==> src/rtl/alu_pkg.sv <==
// rtl/alu_pkg.sv - opcode encodings and flag layout shared by the ALU pipeline.
package alu_pkg;

    localparam int NB_OPCODE_BASE = 6;

    localparam logic [NB_OPCODE_BASE-1:0] ADD = 6'b100000;
    localparam logic [NB_OPCODE_BASE-1:0] SUB = 6'b100010;
    localparam logic [NB_OPCODE_BASE-1:0] AND = 6'b100100;
    localparam logic [NB_OPCODE_BASE-1:0] OR  = 6'b100101;
    localparam logic [NB_OPCODE_BASE-1:0] XOR = 6'b100110;
    localparam logic [NB_OPCODE_BASE-1:0] NOR = 6'b100111;
    localparam logic [NB_OPCODE_BASE-1:0] SRL = 6'b000010;
    localparam logic [NB_OPCODE_BASE-1:0] SRA = 6'b000011;

    localparam int NB_FLAGS = 5;

    // Packed so that zero lands in bit 0 and err in bit 4.
    typedef struct packed {
        logic err;
        logic ovf;
        logic carry;
        logic neg;
        logic zero;
    } alu_flags_t;

endpackage

==> src/rtl/alu_exec.sv <==
// rtl/alu_exec.sv - combinational ALU core mapping (a, b, opcode) to result and flags.
module alu_exec
    import alu_pkg::*;
#(
    parameter int NB_DATA   = 8,
    parameter int NB_OPCODE = 6
) (
    input  logic [NB_DATA-1:0]   a_i,
    input  logic [NB_DATA-1:0]   b_i,
    input  logic [NB_OPCODE-1:0] opcode_i,
    output logic [NB_DATA-1:0]   result_o,
    output alu_flags_t           flags_o
);

    localparam int MSB = NB_DATA - 1;

    // Base encodings are zero-extended to the configured opcode width.
    localparam logic [NB_OPCODE-1:0] OP_ADD = NB_OPCODE'(ADD);
    localparam logic [NB_OPCODE-1:0] OP_SUB = NB_OPCODE'(SUB);
    localparam logic [NB_OPCODE-1:0] OP_AND = NB_OPCODE'(AND);
    localparam logic [NB_OPCODE-1:0] OP_OR  = NB_OPCODE'(OR);
    localparam logic [NB_OPCODE-1:0] OP_XOR = NB_OPCODE'(XOR);
    localparam logic [NB_OPCODE-1:0] OP_NOR = NB_OPCODE'(NOR);
    localparam logic [NB_OPCODE-1:0] OP_SRL = NB_OPCODE'(SRL);
    localparam logic [NB_OPCODE-1:0] OP_SRA = NB_OPCODE'(SRA);

    logic [NB_DATA:0] sum;
    logic [NB_DATA:0] diff;

    assign sum  = {1'b0, a_i} + {1'b0, b_i};
    assign diff = {1'b0, a_i} - {1'b0, b_i};

    always_comb begin
        result_o = '0;
        flags_o  = '0;
        case (opcode_i)
            OP_ADD: begin
                result_o      = sum[MSB:0];
                flags_o.carry = sum[NB_DATA];
                flags_o.ovf   = (a_i[MSB] == b_i[MSB]) && (sum[MSB] != a_i[MSB]);
            end
            OP_SUB: begin
                result_o      = diff[MSB:0];
                flags_o.carry = diff[NB_DATA];
                flags_o.ovf   = (a_i[MSB] != b_i[MSB]) && (diff[MSB] != a_i[MSB]);
            end
            OP_AND:  result_o = a_i & b_i;
            OP_OR:   result_o = a_i | b_i;
            OP_XOR:  result_o = a_i ^ b_i;
            OP_NOR:  result_o = ~(a_i | b_i);
            OP_SRL:  result_o = a_i >> b_i;
            OP_SRA:  result_o = NB_DATA'($signed(a_i) >>> b_i);
            default: flags_o.err = 1'b1;
        endcase
        flags_o.zero = (result_o == '0);
        flags_o.neg  = result_o[MSB];
    end

endmodule

==> src/rtl/alu_pipe.sv <==
// rtl/alu_pipe.sv - two-stage valid/ready ALU pipeline wrapped around alu_exec.
module alu_pipe
    import alu_pkg::*;
#(
    parameter int NB_DATA   = 8,
    parameter int NB_OPCODE = 6
) (
    input  logic                 clk,
    input  logic                 rst_n,
    input  logic                 in_valid,
    output logic                 in_ready,
    input  logic [NB_DATA-1:0]   dato_a,
    input  logic [NB_DATA-1:0]   dato_b,
    input  logic [NB_OPCODE-1:0] opcode,
    output logic                 out_valid,
    input  logic                 out_ready,
    output logic [NB_DATA-1:0]   out,
    output logic                 flag_zero,
    output logic                 flag_neg,
    output logic                 flag_carry,
    output logic                 flag_ovf,
    output logic                 flag_err
);

    logic                 s1_valid_q, s1_valid_d;
    logic [NB_DATA-1:0]   s1_a_q, s1_a_d;
    logic [NB_DATA-1:0]   s1_b_q, s1_b_d;
    logic [NB_OPCODE-1:0] s1_op_q, s1_op_d;
    logic                 s2_valid_q, s2_valid_d;
    logic [NB_DATA-1:0]   s2_out_q, s2_out_d;
    alu_flags_t           s2_flags_q, s2_flags_d;

    logic                 s1_adv, s2_adv;
    logic [NB_DATA-1:0]   exec_result;
    alu_flags_t           exec_flags;

    alu_exec #(
        .NB_DATA   (NB_DATA),
        .NB_OPCODE (NB_OPCODE)
    ) u_exec (
        .a_i      (s1_a_q),
        .b_i      (s1_b_q),
        .opcode_i (s1_op_q),
        .result_o (exec_result),
        .flags_o  (exec_flags)
    );

    // A stage may advance when it is empty or its successor is advancing.
    always_comb begin
        s2_adv     = !s2_valid_q || out_ready;
        s1_adv     = !s1_valid_q || s2_adv;

        s1_valid_d = s1_adv ? in_valid : s1_valid_q;
        s1_a_d     = s1_a_q;
        s1_b_d     = s1_b_q;
        s1_op_d    = s1_op_q;
        if (s1_adv && in_valid) begin
            s1_a_d  = dato_a;
            s1_b_d  = dato_b;
            s1_op_d = opcode;
        end

        s2_valid_d = s2_adv ? s1_valid_q : s2_valid_q;
        s2_out_d   = s2_out_q;
        s2_flags_d = s2_flags_q;
        if (s2_adv && s1_valid_q) begin
            s2_out_d   = exec_result;
            s2_flags_d = exec_flags;
        end
    end

    always_ff @(posedge clk or negedge rst_n) begin
        if (!rst_n) begin
            s1_valid_q <= 1'b0;
            s1_a_q     <= '0;
            s1_b_q     <= '0;
            s1_op_q    <= '0;
            s2_valid_q <= 1'b0;
            s2_out_q   <= '0;
            s2_flags_q <= '0;
        end else begin
            s1_valid_q <= s1_valid_d;
            s1_a_q     <= s1_a_d;
            s1_b_q     <= s1_b_d;
            s1_op_q    <= s1_op_d;
            s2_valid_q <= s2_valid_d;
            s2_out_q   <= s2_out_d;
            s2_flags_q <= s2_flags_d;
        end
    end

    assign in_ready   = s1_adv;
    assign out_valid  = s2_valid_q;
    assign out        = s2_out_q;
    assign flag_zero  = s2_flags_q.zero;
    assign flag_neg   = s2_flags_q.neg;
    assign flag_carry = s2_flags_q.carry;
    assign flag_ovf   = s2_flags_q.ovf;
    assign flag_err   = s2_flags_q.err;

endmodule
==> config.mk <==
export PLATFORM = sky130hd
export DESIGN_NAME = alu_pipe
export DESIGN_NICKNAME = d
export VERILOG_FILES = /design/src/rtl/alu_pkg.sv /design/src/rtl/alu_exec.sv /design/src/rtl/alu_pipe.sv
export SDC_FILE = /design/constraint.sdc
export NUM_CORES = 1
export LEC_CHECK = 0
export CAP_MARGIN = 20
export CORE_MARGIN = 2
export CORE_UTILIZATION = 32
export DETAILED_ROUTE_END_ITERATION = 10
export SLEW_MARGIN = 20
export SYNTH_ARGS = -nofsm -noshare
export SYNTH_HDL_FRONTEND = slang
export SYNTH_SLANG_ARGS = --single-unit
==> constraint.sdc <==
create_clock -name clk -period 7.9 [get_ports clk]
set_input_delay 1.975 -clock clk [delete_from_list [all_inputs] [get_ports clk]]
set_output_delay 1.975 -clock clk [all_outputs]
set_load 0.01 [all_outputs]
==> results.py, run 1 <==
metrics = {
    "status": {
        "status": "finished, final reports clean",
    },
    "timing": {
        "fmax_mhz": 194.7,
        "fin_crit_sh_pct": 65.00,
        "fin_setup_tns_ps": 0,
        "skew_ps": 4.325,
        "rsz0062_at_grt": "false",
        "timing.hold.ws_ps": 478.6,
        "finalWorstPathRequiredPeriod_ps": 5135,
        "drv_slew": 0,
        "hold_viol": 0,
        "setup_viol": 0,
        "tightest_slew_ps": 826.3,
        "slew_headroom_pct": 44.91,
    },
    "synthesis": {
        "synth_edf_count": 0,
        "yosysWarnings": 0,
        "synth_ff_type": "dfrtp_1",
        "synth-async-reset-ratio_pct": 100.0,
        "netlist_area_sq_um": 3173,
        "ys_ff_latch": 36,
        "synth.distinct_cells": 66,
        "syn-instance-count": 337,
        "syn_nets": 390,
        "ys_seq_area_share_pct": 28.39,
        "syn_avg_cell_area_sq_um": 9.416,
    },
    "setup_path": {
        "critPathMaxFanout": 3,
        "slowest_delay_ps": 560,
        "end_kind": "output port",
        "critPathKind": "in2out",
        "path_cells": "clkdlybuf4s50_1 -> nand3b_1 -> clkdlybuf4s50_1",
        "crit_slowest_cell": "clkdlybuf4s50_1",
        "cp_common_cell": "clkdlybuf4s50_1",
        "worstPathRequired_ps": 5930,
        "crit_arrival_ps": 3160,
        "start_kind": "input pin",
    },
    "finish": {
        "fin_area_sq_um": 3744,
        "synthToLayoutAreaGrowth_pct": 17.98,
        "final_common_cell": "clkdlybuf4s50_1",
        "final_cell_mix": "clkdlybuf4s50_1 (39), dfrtp_1 (36), mux2_2 (26)",
        "instances_no_fill": 500,
        "drive_above_1_share_pct": 14.17,
        "final_nets": 419,
        "num-fill-cells": 1006,
        "diodes": 0,
    },
    "pwr": {
        "vdd_ir_drop_max_mv": 0.07758,
        "power.density_nw_per_um2": 203.4,
        "p_leak_nw": 1.567,
    },
    "detailed_routing": {
        "drc": 0,
        "wl_um": 8459,
        "drt-pass1-iter-count": 4,
        "ant_nets": 0,
        "via_count": 2697,
        "wl_per_cell_um": 16.92,
        "viasPerCell": 5.394,
        "drtIter0Drc": 236,
    },
    "floorplan": {
        "die_y_um": 103.6,
        "die_w_um": 103.6,
        "die-area_sq_um": 10730,
        "start_util_pct": 32.76,
        "ioPinCount": 41,
        "coreArea_sq_um": 9684,
        "rows": 36,
    },
    "grt": {
        "busiest_layer": "met2",
        "grt_pass1_vias": 2674,
        "grtUsageMet2_pct": 27.29,
        "gr-usage-all-layers_pct": 16.48,
        "grt_use_met3_pct": 3.084,
        "antenna_found_initial": 0,
        "grt_pass1_wl_um": 14180,
        "grtUsageMet1_pct": 22.04,
        "overflow": 0,
        "grt_max_degree": 37,
    },
    "clocking": {
        "clkTransAtPathRegs_ps": 70,
        "cts_num_sinks": 36,
        "clk_latency_ps": 290,
        "postCtsSetupBuffers": 0,
        "cts_tree": "yes",
        "clk_path_buf_depth": 2,
        "ctsResizeCount": 0,
        "cts_max_level": 2,
        "holdBufCountCts": 0,
        "cts_buffers": 5,
        "cts_root_buf": "clkbuf_8",
    },
    "placement": {
        "dp_hpwl_um": 6458,
        "placed_area_sq_um": 3651,
        "dp.cells": 492,
        "finalWeightedCongestion": 0.8894,
        "io_buffers": 40,
    },
    "hold_path": {
        "hp-class": "reg2reg",
    },
    "run": {
        "cap_violations": 0,
    },
}
per-stage QoR:
stage,total power (W),worst slack (ps),util (%)
2_1_floorplan,0.0005158,3736,-
3_3_place_gp,0.0006204,2801,37.70
3_5_place_dp,0.0006262,2794,37.70
4_1_cts,0.0007665,2785,38.63
5_1_grt,0.0008202,2720,38.66
6_report,0.0007615,2765,38.66
routing by layer:
| metal | wire, um | vias to the layer above |
|---|---|---|
| met2 | 4017 | 78 |
| li1 | - | 1298 |
| met1 | 3865 | 1313 |
| met5 | 0 | - |
| met3 | 476 | 8 |
| met4 | 99 | 0 |
sequential cells by signal, summed over array words and instances, names as in the netlist:
signal,count
out,8
s1_a_q,8
s1_b_q,8
s1_op_q,6
flag_carry,1
flag_err,1
flag_ovf,1
flag_zero,1
out_valid,1
s1_valid_q,1
cell usage after synthesis (3+ instances only):
master | instances | area, sq um
a211oi_1 | 3 | 22.52
a21o_1 | 4 | 30.03
a21oi_1 | 14 | 70.07
a221o_1 | 5 | 50.05
a22o_1 | 5 | 43.79
a31oi_1 | 5 | 31.28
and3_1 | 4 | 25.02
buf_1 | 3 | 11.26
buf_2 | 7 | 35.03
clkbuf_1 | 7 | 26.28
dfrtp_1 | 36 | 900.9
ha_1 | 25 | 312.8
inv_1 | 21 | 78.83
mux2_2 | 26 | 292.8
mux2i_1 | 10 | 100.1
mux4_2 | 4 | 90.09
nand2_1 | 23 | 86.33
nand2b_1 | 6 | 37.54
nand3_1 | 7 | 35.03
nand3b_1 | 3 | 22.52
nand4_1 | 4 | 25.02
nor2_1 | 20 | 75.07
nor2b_1 | 5 | 31.28
nor3_1 | 4 | 20.02
o21ai_0 | 10 | 50.05
o21ai_1 | 6 | 30.03
o221ai_1 | 3 | 26.28
o22ai_1 | 3 | 18.77
o31ai_1 | 3 | 22.52
xnor2_1 | 10 | 87.58
xor2_1 | 5 | 43.79
path summary, 6_finish.rpt:
kind / startpoint / endpoint / slack, ps / depth (start not counted)
worst max-delay path: out_ready / in_ready / 2770 / 3
worst min-delay path: flag_carry / flag_carry / 480 / 2
worst max register to register: s1_b_q[2] / flag_zero / 4330 / 8
worst min register to register: flag_carry / flag_carry / 480 / 2
max in group asynchronous: rst_n / s1_op_q[4] / 5600 / 1
min in group asynchronous: rst_n / out_valid / 1780 / 1
logic make-up after synthesis:
family	synth area share, %
compound gates	20.19
xor+xnor	4.140
fa+ha+maj	11.12
buf+inv	5.836
flops	28.39
mux	15.58
simple gates	14.75
critical path: cells and delay by family:
| family | cells | cell delay (ps) |
|---|---|---|
| buffers and inverters | 2 | 1030 |
| AND/OR/NAND/NOR | 1 | 160 |
report_power, final:
group | internal [W] | switching, W
Sequential | 0.000214 | 0.0000562
Clock | 0.0000712 | 0.0000657
Combinational | 0.000173 | 0.000182
area by class of cell:
type / instances / area [sq um] / share of cell area, %
Inverter: 25 / 93.84 / 2.507
Sequential cell: 36 / 900.9 / 24.06
Timing Repair Buffer: 41 / 402.9 / 10.76
Multi-Input combinational cell: 257 / 2090 / 55.82
Tap cell: 133 / 166.4 / 4.445
Clock buffer: 8 / 90.09 / 2.406
(Power assumes the default switching activity.)
==> run 2: changes to the inputs <==
- clock period: 7.9 -> 4.26 ns (I/O delays scaled with it)
==> run 2 against run 1 <==
  * Sequential share of layout area about the same
  * Non-clock buffer count unchanged
  * Critical path type is now reg2reg
  * Critical endpoint is now flag_zero
  * Clock power up 85%
  * Global-route usage down 0.069 points
  * Via count up 2.4%
==> results.py, run 2 (synthesis results as in run 1) <==
metrics = {
    "detailed_routing": {
        "ant_nets": 0,
        "drtIter0Drc": 195,
        "drt-pass1-iter-count": 5,
        "via_count": 2762,
        "drc": 0,
        "viasPerCell": 5.524,
        "wl_per_cell_um": 17.03,
        "wl_um": 8513,
    },
    "setup_path": {
        "r2r_end": "flag_zero",
        "path_cells": "clkinv_1 -> ha_1 -> and3_1 -> a221o_1 -> o41ai_1 -> o221ai_1 -> a2111o_1 -> o31ai_2",
        "ff2ff_path_depth": 8,
        "slowest_delay_ps": 600,
        "critPathMaxFanout": 11,
        "end_kind": "flip-flop",
        "crit_slowest_cell": "dfrtp_1",
        "start_kind": "flip-flop",
        "critPathKind": "reg2reg",
        "worstReg2RegStart": "s1_b_q[2]",
        "reg2reg_slack_ps": 950,
        "worstPathRequired_ps": 4460,
        "crit_arrival_ps": 3510,
    },
    "grt": {
        "overflow": 0,
        "grt_pass1_wl_um": 14260,
        "grt_max_degree": 37,
        "grt_pass1_vias": 2716,
        "gr-usage-all-layers_pct": 16.41,
        "antenna_found_initial": 0,
    },
    "clocking": {
        "cts_tree": "yes",
        "postCtsSetupBuffers": 0,
        "cts_root_buf": "clkbuf_8",
        "holdBufCountCts": 0,
        "clk_path_buf_depth": 2,
        "clkTransAtPathRegs_ps": 70,
        "cts_max_level": 2,
        "clk_latency_ps": 290,
        "cts_buffers": 5,
        "cts_num_sinks": 36,
        "ctsResizeCount": 0,
    },
    "placement": {
        "dp.cells": 492,
        "io_buffers": 40,
        "finalWeightedCongestion": 0.9854,
        "dp_hpwl_um": 6545,
    },
    "timing": {
        "skew_ps": 3.841,
        "fin_setup_tns_ps": 0,
        "hold_viol": 0,
        "fmax_mhz": 301.7,
        "drv_slew": 0,
        "setup_viol": 0,
        "rsz0062_at_grt": "false",
        "tightest_slew_ps": 984.1,
        "fin_crit_sh_pct": 77.80,
        "slew_headroom_pct": 34.40,
        "finalWorstPathRequiredPeriod_ps": 3314,
    },
    "finish": {
        "final_common_cell": "clkdlybuf4s50_1",
        "final_nets": 419,
        "synthToLayoutAreaGrowth_pct": 17.90,
        "diodes": 0,
        "drive_above_1_share_pct": 13.90,
        "final_cell_mix": "clkdlybuf4s50_1 (39), dfrtp_1 (36), mux2_2 (26)",
        "instances_no_fill": 500,
        "num-fill-cells": 1000,
    },
    "hold_path": {
        "hold_end": "out[0]",
        "hold_path_depth": 2,
        "hp-start": "out[0]",
        "hp-class": "reg2reg",
    },
    "pwr": {
        "p_seq_share_pct": 35.7,
        "vdd_ir_drop_max_mv": 0.1618,
        "p_leak_nw": 1.567,
        "power.switching_w": 0.0005716,
        "power.density_nw_per_um2": 379.8,
        "power.share.combinational_pct": 46.4,
        "p_int_w": 0.0008492,
        "switching_share_pct": 40.23,
        "clkPwrFrac_pct": 17.9,
    },
    "floorplan": {
        "coreArea_sq_um": 9684,
        "die-area_sq_um": 10730,
        "die_y_um": 103.6,
        "rows": 36,
        "start_util_pct": 32.76,
        "die_w_um": 103.6,
        "ioPinCount": 41,
    },
    "run": {
        "cap_violations": 0,
    },
    "status": {
        "status": "finished, final reports clean",
    },
}
[run 2: cell counts in the layout (fill, tap and decap cells not counted)]
No cell type changed its count.
[run 2: power by group through the flow]
stage          logic, W  clock network, W  registers, W
3_5_place_dp   0.000651                 0      0.000516
6_report       0.000659          0.000254      0.000508
3_3_place_gp   0.000650                 0      0.000512
5_1_grt        0.000723          0.000277      0.000524
4_1_cts        0.000655          0.000266      0.000509
2_1_floorplan  0.000490                 0      0.000467
[run 2: cell type report]
cell class              count  area [sq um]  area share [%]
flip-flops and latches     36         900.9           24.08
repair buffers             41         402.9           10.77
clock buffers               8         90.09           2.408
inverters                  25         93.84           2.508
multi-input cells         257          2087           55.79
well taps                 133         166.4           4.448
[run 2: per-layer routing]
layer / GRT usage [%] / vias to the layer above / wire, um
met3: 2.958 / 18 / 485
met2: 27.48 / 121 / 3947
li1: - / 1300 / -
met5: 0 / - / 0
met1: 21.64 / 1323 / 3863
met4: 4.923 / 0 / 216
[run 2: metrics by stage]
step                hold WS [ps]  setup WS, ps  cell area [sq um]  utilization, %  total power [W]
detailed placement         470.7         966.4               3651           37.70         0.001167
global placement           464.9         989.2               3651           37.70         0.001161
floorplan                  473.7          1474               3173               -        0.0009565
global route               505.0         728.3               3741           38.63         0.001524
finish                     479.0         945.9               3741           38.63         0.001421
CTS                        487.4         955.1               3741           38.63         0.001430
[run 2: how the worst max path moves through the flow]
stage / start / to / depth (start not counted)
after floorplan: s1_b_q[2] / flag_zero / 9
after global placement: out_ready / in_ready / 3
after detailed placement: out_ready / in_ready / 3
after CTS: s1_b_q[2] / flag_zero / 8
after global routing: s1_b_q[2] / flag_zero / 8
final: s1_b_q[2] / flag_zero / 8
[run 2: worst max-delay path, delay by kind of cell (launching register included)]
| kind | cells | cell delay, ps |
|---|---|---|
| buf+inv | 1 | 350 |
| fa+ha+maj | 1 | 450 |
| compound gates | 5 | 1620 |
| simple gates | 1 | 200 |
| flops | 1 | 600 |
==> run 3: changes to the inputs <==
- clock period: 4.26 -> 2.9 ns (I/O delays scaled with it)
==> run 3 against run 2 <==
  * Sequential share of layout area fell by 1.6 points
  * Flip-flop and latch count unchanged
  * Clock-buffer cell count shrank 1
  * Register-to-register slack worse by 770 ps
  * Fmax increased by 22%
  * Sequential power grew 32%
  * Combinational power grew 76%
  * Design area grew 7.4%
  * First-iteration DRC count shrank 16%
  * Critical path type unchanged
  * Critical endpoint unchanged
  * Highest routed layer unchanged
==> results.py, run 3 (synthesis results as in run 1) <==
metrics = {
    "detailed_routing": {
        "viasPerCell": 5.369,
        "wl_um": 9224,
        "drtIter0Drc": 163,
        "via_count": 2851,
        "drc": 0,
        "drt-pass1-iter-count": 5,
        "wl_per_cell_um": 17.37,
        "ant_nets": 0,
    },
    "clocking": {
        "cts_buffers": 5,
        "clk_latency_ps": 290,
        "clkTransAtPathRegs_ps": 80,
        "cts_tree": "yes",
        "cts_max_level": 2,
        "cts_root_buf": "clkbuf_8",
        "cts_num_sinks": 36,
        "clk_path_buf_depth": 2,
    },
    "timing": {
        "tightest_slew_ps": 854.3,
        "slew_headroom_pct": 43.05,
        "finalWorstSetupSlack_ps": 175.2,
        "skew_ps": 8.437,
        "rsz0062_at_grt": "false",
        "timing.hold.ws_ps": 477.8,
        "fin_crit_sh_pct": 93.96,
        "finalWorstPathRequiredPeriod_ps": 2725,
        "hold_viol": 0,
        "fin_setup_tns_ps": 0,
        "drv_slew": 0,
        "fmax_mhz": 367.0,
        "setup_viol": 0,
    },
    "finish": {
        "final_cell_mix": "clkdlybuf4s50_1 (39), dfrtp_1 (34), buf_4 (32)",
        "synthToLayoutAreaGrowth_pct": 26.66,
        "final_nets": 451,
        "diodes": 0,
        "num-fill-cells": 954,
        "drive_above_1_share_pct": 22.36,
        "instances_no_fill": 531,
        "fin_area_sq_um": 4019,
        "final_common_cell": "clkdlybuf4s50_1",
    },
    "placement": {
        "dp_hpwl_um": 7237,
        "pre_cts_ws_ps": 127.6,
        "finalWeightedCongestion": 0.9534,
        "dp.cells": 524,
        "io_buffers": 40,
        "placed_area_sq_um": 3904,
    },
    "floorplan": {
        "coreArea_sq_um": 9684,
        "start_util_pct": 32.76,
        "die_w_um": 103.6,
        "rows": 36,
        "ioPinCount": 41,
        "die_y_um": 103.6,
        "die-area_sq_um": 10730,
    },
    "grt": {
        "grt_pass1_wl_um": 15070,
        "antenna_found_initial": 0,
        "busiest_layer": "met2",
        "grt_max_degree": 37,
        "grt_use_met3_pct": 2.517,
        "grtUsageMet1_pct": 23.94,
        "gr-usage-all-layers_pct": 17.64,
        "grt_pass1_vias": 2849,
        "overflow": 0,
        "grtUsageMet2_pct": 28.86,
    },
    "setup_path": {
        "slowest_delay_ps": 490,
        "cpLargestDelayFamily": "compound AO/OA/AOI/OAI gates",
        "path_depth": 9,
        "r2r_end": "flag_zero",
        "end_kind": "flip-flop",
        "cp_common_cell": "a221o_1",
        "path_cells": "inv_1 -> ha_1 -> and3_1 -> a221o_1 -> nor2_1 -> xnor2_1 -> a221o_1 -> a2111o_1 -> o31ai_2",
        "crit_slowest_cell": "dfrtp_1",
        "start_kind": "flip-flop",
        "ff2ff_path_depth": 9,
        "reg2reg_slack_ps": 180,
        "worstReg2RegStart": "s1_b_q[4]",
        "critPathKind": "reg2reg",
        "worstPathRequired_ps": 3110,
        "crit_arrival_ps": 2930,
        "path_buf_inv": 1,
        "critPathMaxFanout": 7,
    },
    "pwr": {
        "p_leak_nw": 1.736,
        "power.density_nw_per_um2": 556.0,
        "vdd_ir_drop_max_mv": 0.1765,
    },
    "hold_path": {
        "hp-start": "flag_carry",
        "hold_end": "flag_carry",
        "hold_path_depth": 2,
        "hp-class": "reg2reg",
    },
    "run": {
        "cap_violations": 0,
    },
    "status": {
        "status": "finished, final reports clean",
    },
}
[run 3: worst min-delay path, delay by kind of cell, from the launching register on]
kind | cells | cell delay, ps
flops | 1 | 340
compound gates | 1 | 50
simple gates | 1 | 40
[run 3: final cells by class]
type,count,area (sq um),area share (%)
timing repair buffer,73,655.6,16.31
multi-input combinational,257,2103,52.34
inverter,25,93.84,2.335
tap,133,166.4,4.141
sequential,36,903.4,22.48
clock buffer,7,96.34,2.397
[run 3: where the power goes]
group	total, W	internal (W)	leakage [nW]	switching, W
sequential	0.000671	0.000584	0.434	0.0000878
combinational	0.00116	0.000557	1.25	0.000605
clock	0.000401	0.000212	0.0503	0.000190
[run 3: worst max path at each step]
stage	slack, ps	from	end
after CTS	130	s1_a_q[1]	flag_zero
final	180	s1_b_q[4]	flag_zero
after floorplan	110	s1_b_q[2]	flag_zero
after global placement	90	out_ready	flag_zero
after detailed placement	130	out_ready	flag_zero
after global routing	50	s1_b_q[4]	flag_zero
[run 3: metal layers]
metal / vias to the layer above / part of all wire [%]
met4: 0 / 2.1
met2: 94 / 47
met3: 17 / 4.9
li1: 1356 / -
met1: 1384 / 46
met5: - / 0
[run 3: repair_timing]
action                                 in CTS  in global routing
endpoints found under the hold margin       0                  0
resized for setup                           0                  5
hold buffers                                0                  0
setup endpoints to repair                   0                  1
setup buffers                               0                  0
[run 3: through the flow]
step	utilization, %	power, W
6_report	41.50	0.002235
4_1_cts	41.30	0.002237
5_1_grt	41.50	0.002393
3_5_place_dp	40.31	0.001821
2_1_floorplan	-	0.001405
3_3_place_gp	40.31	0.001800
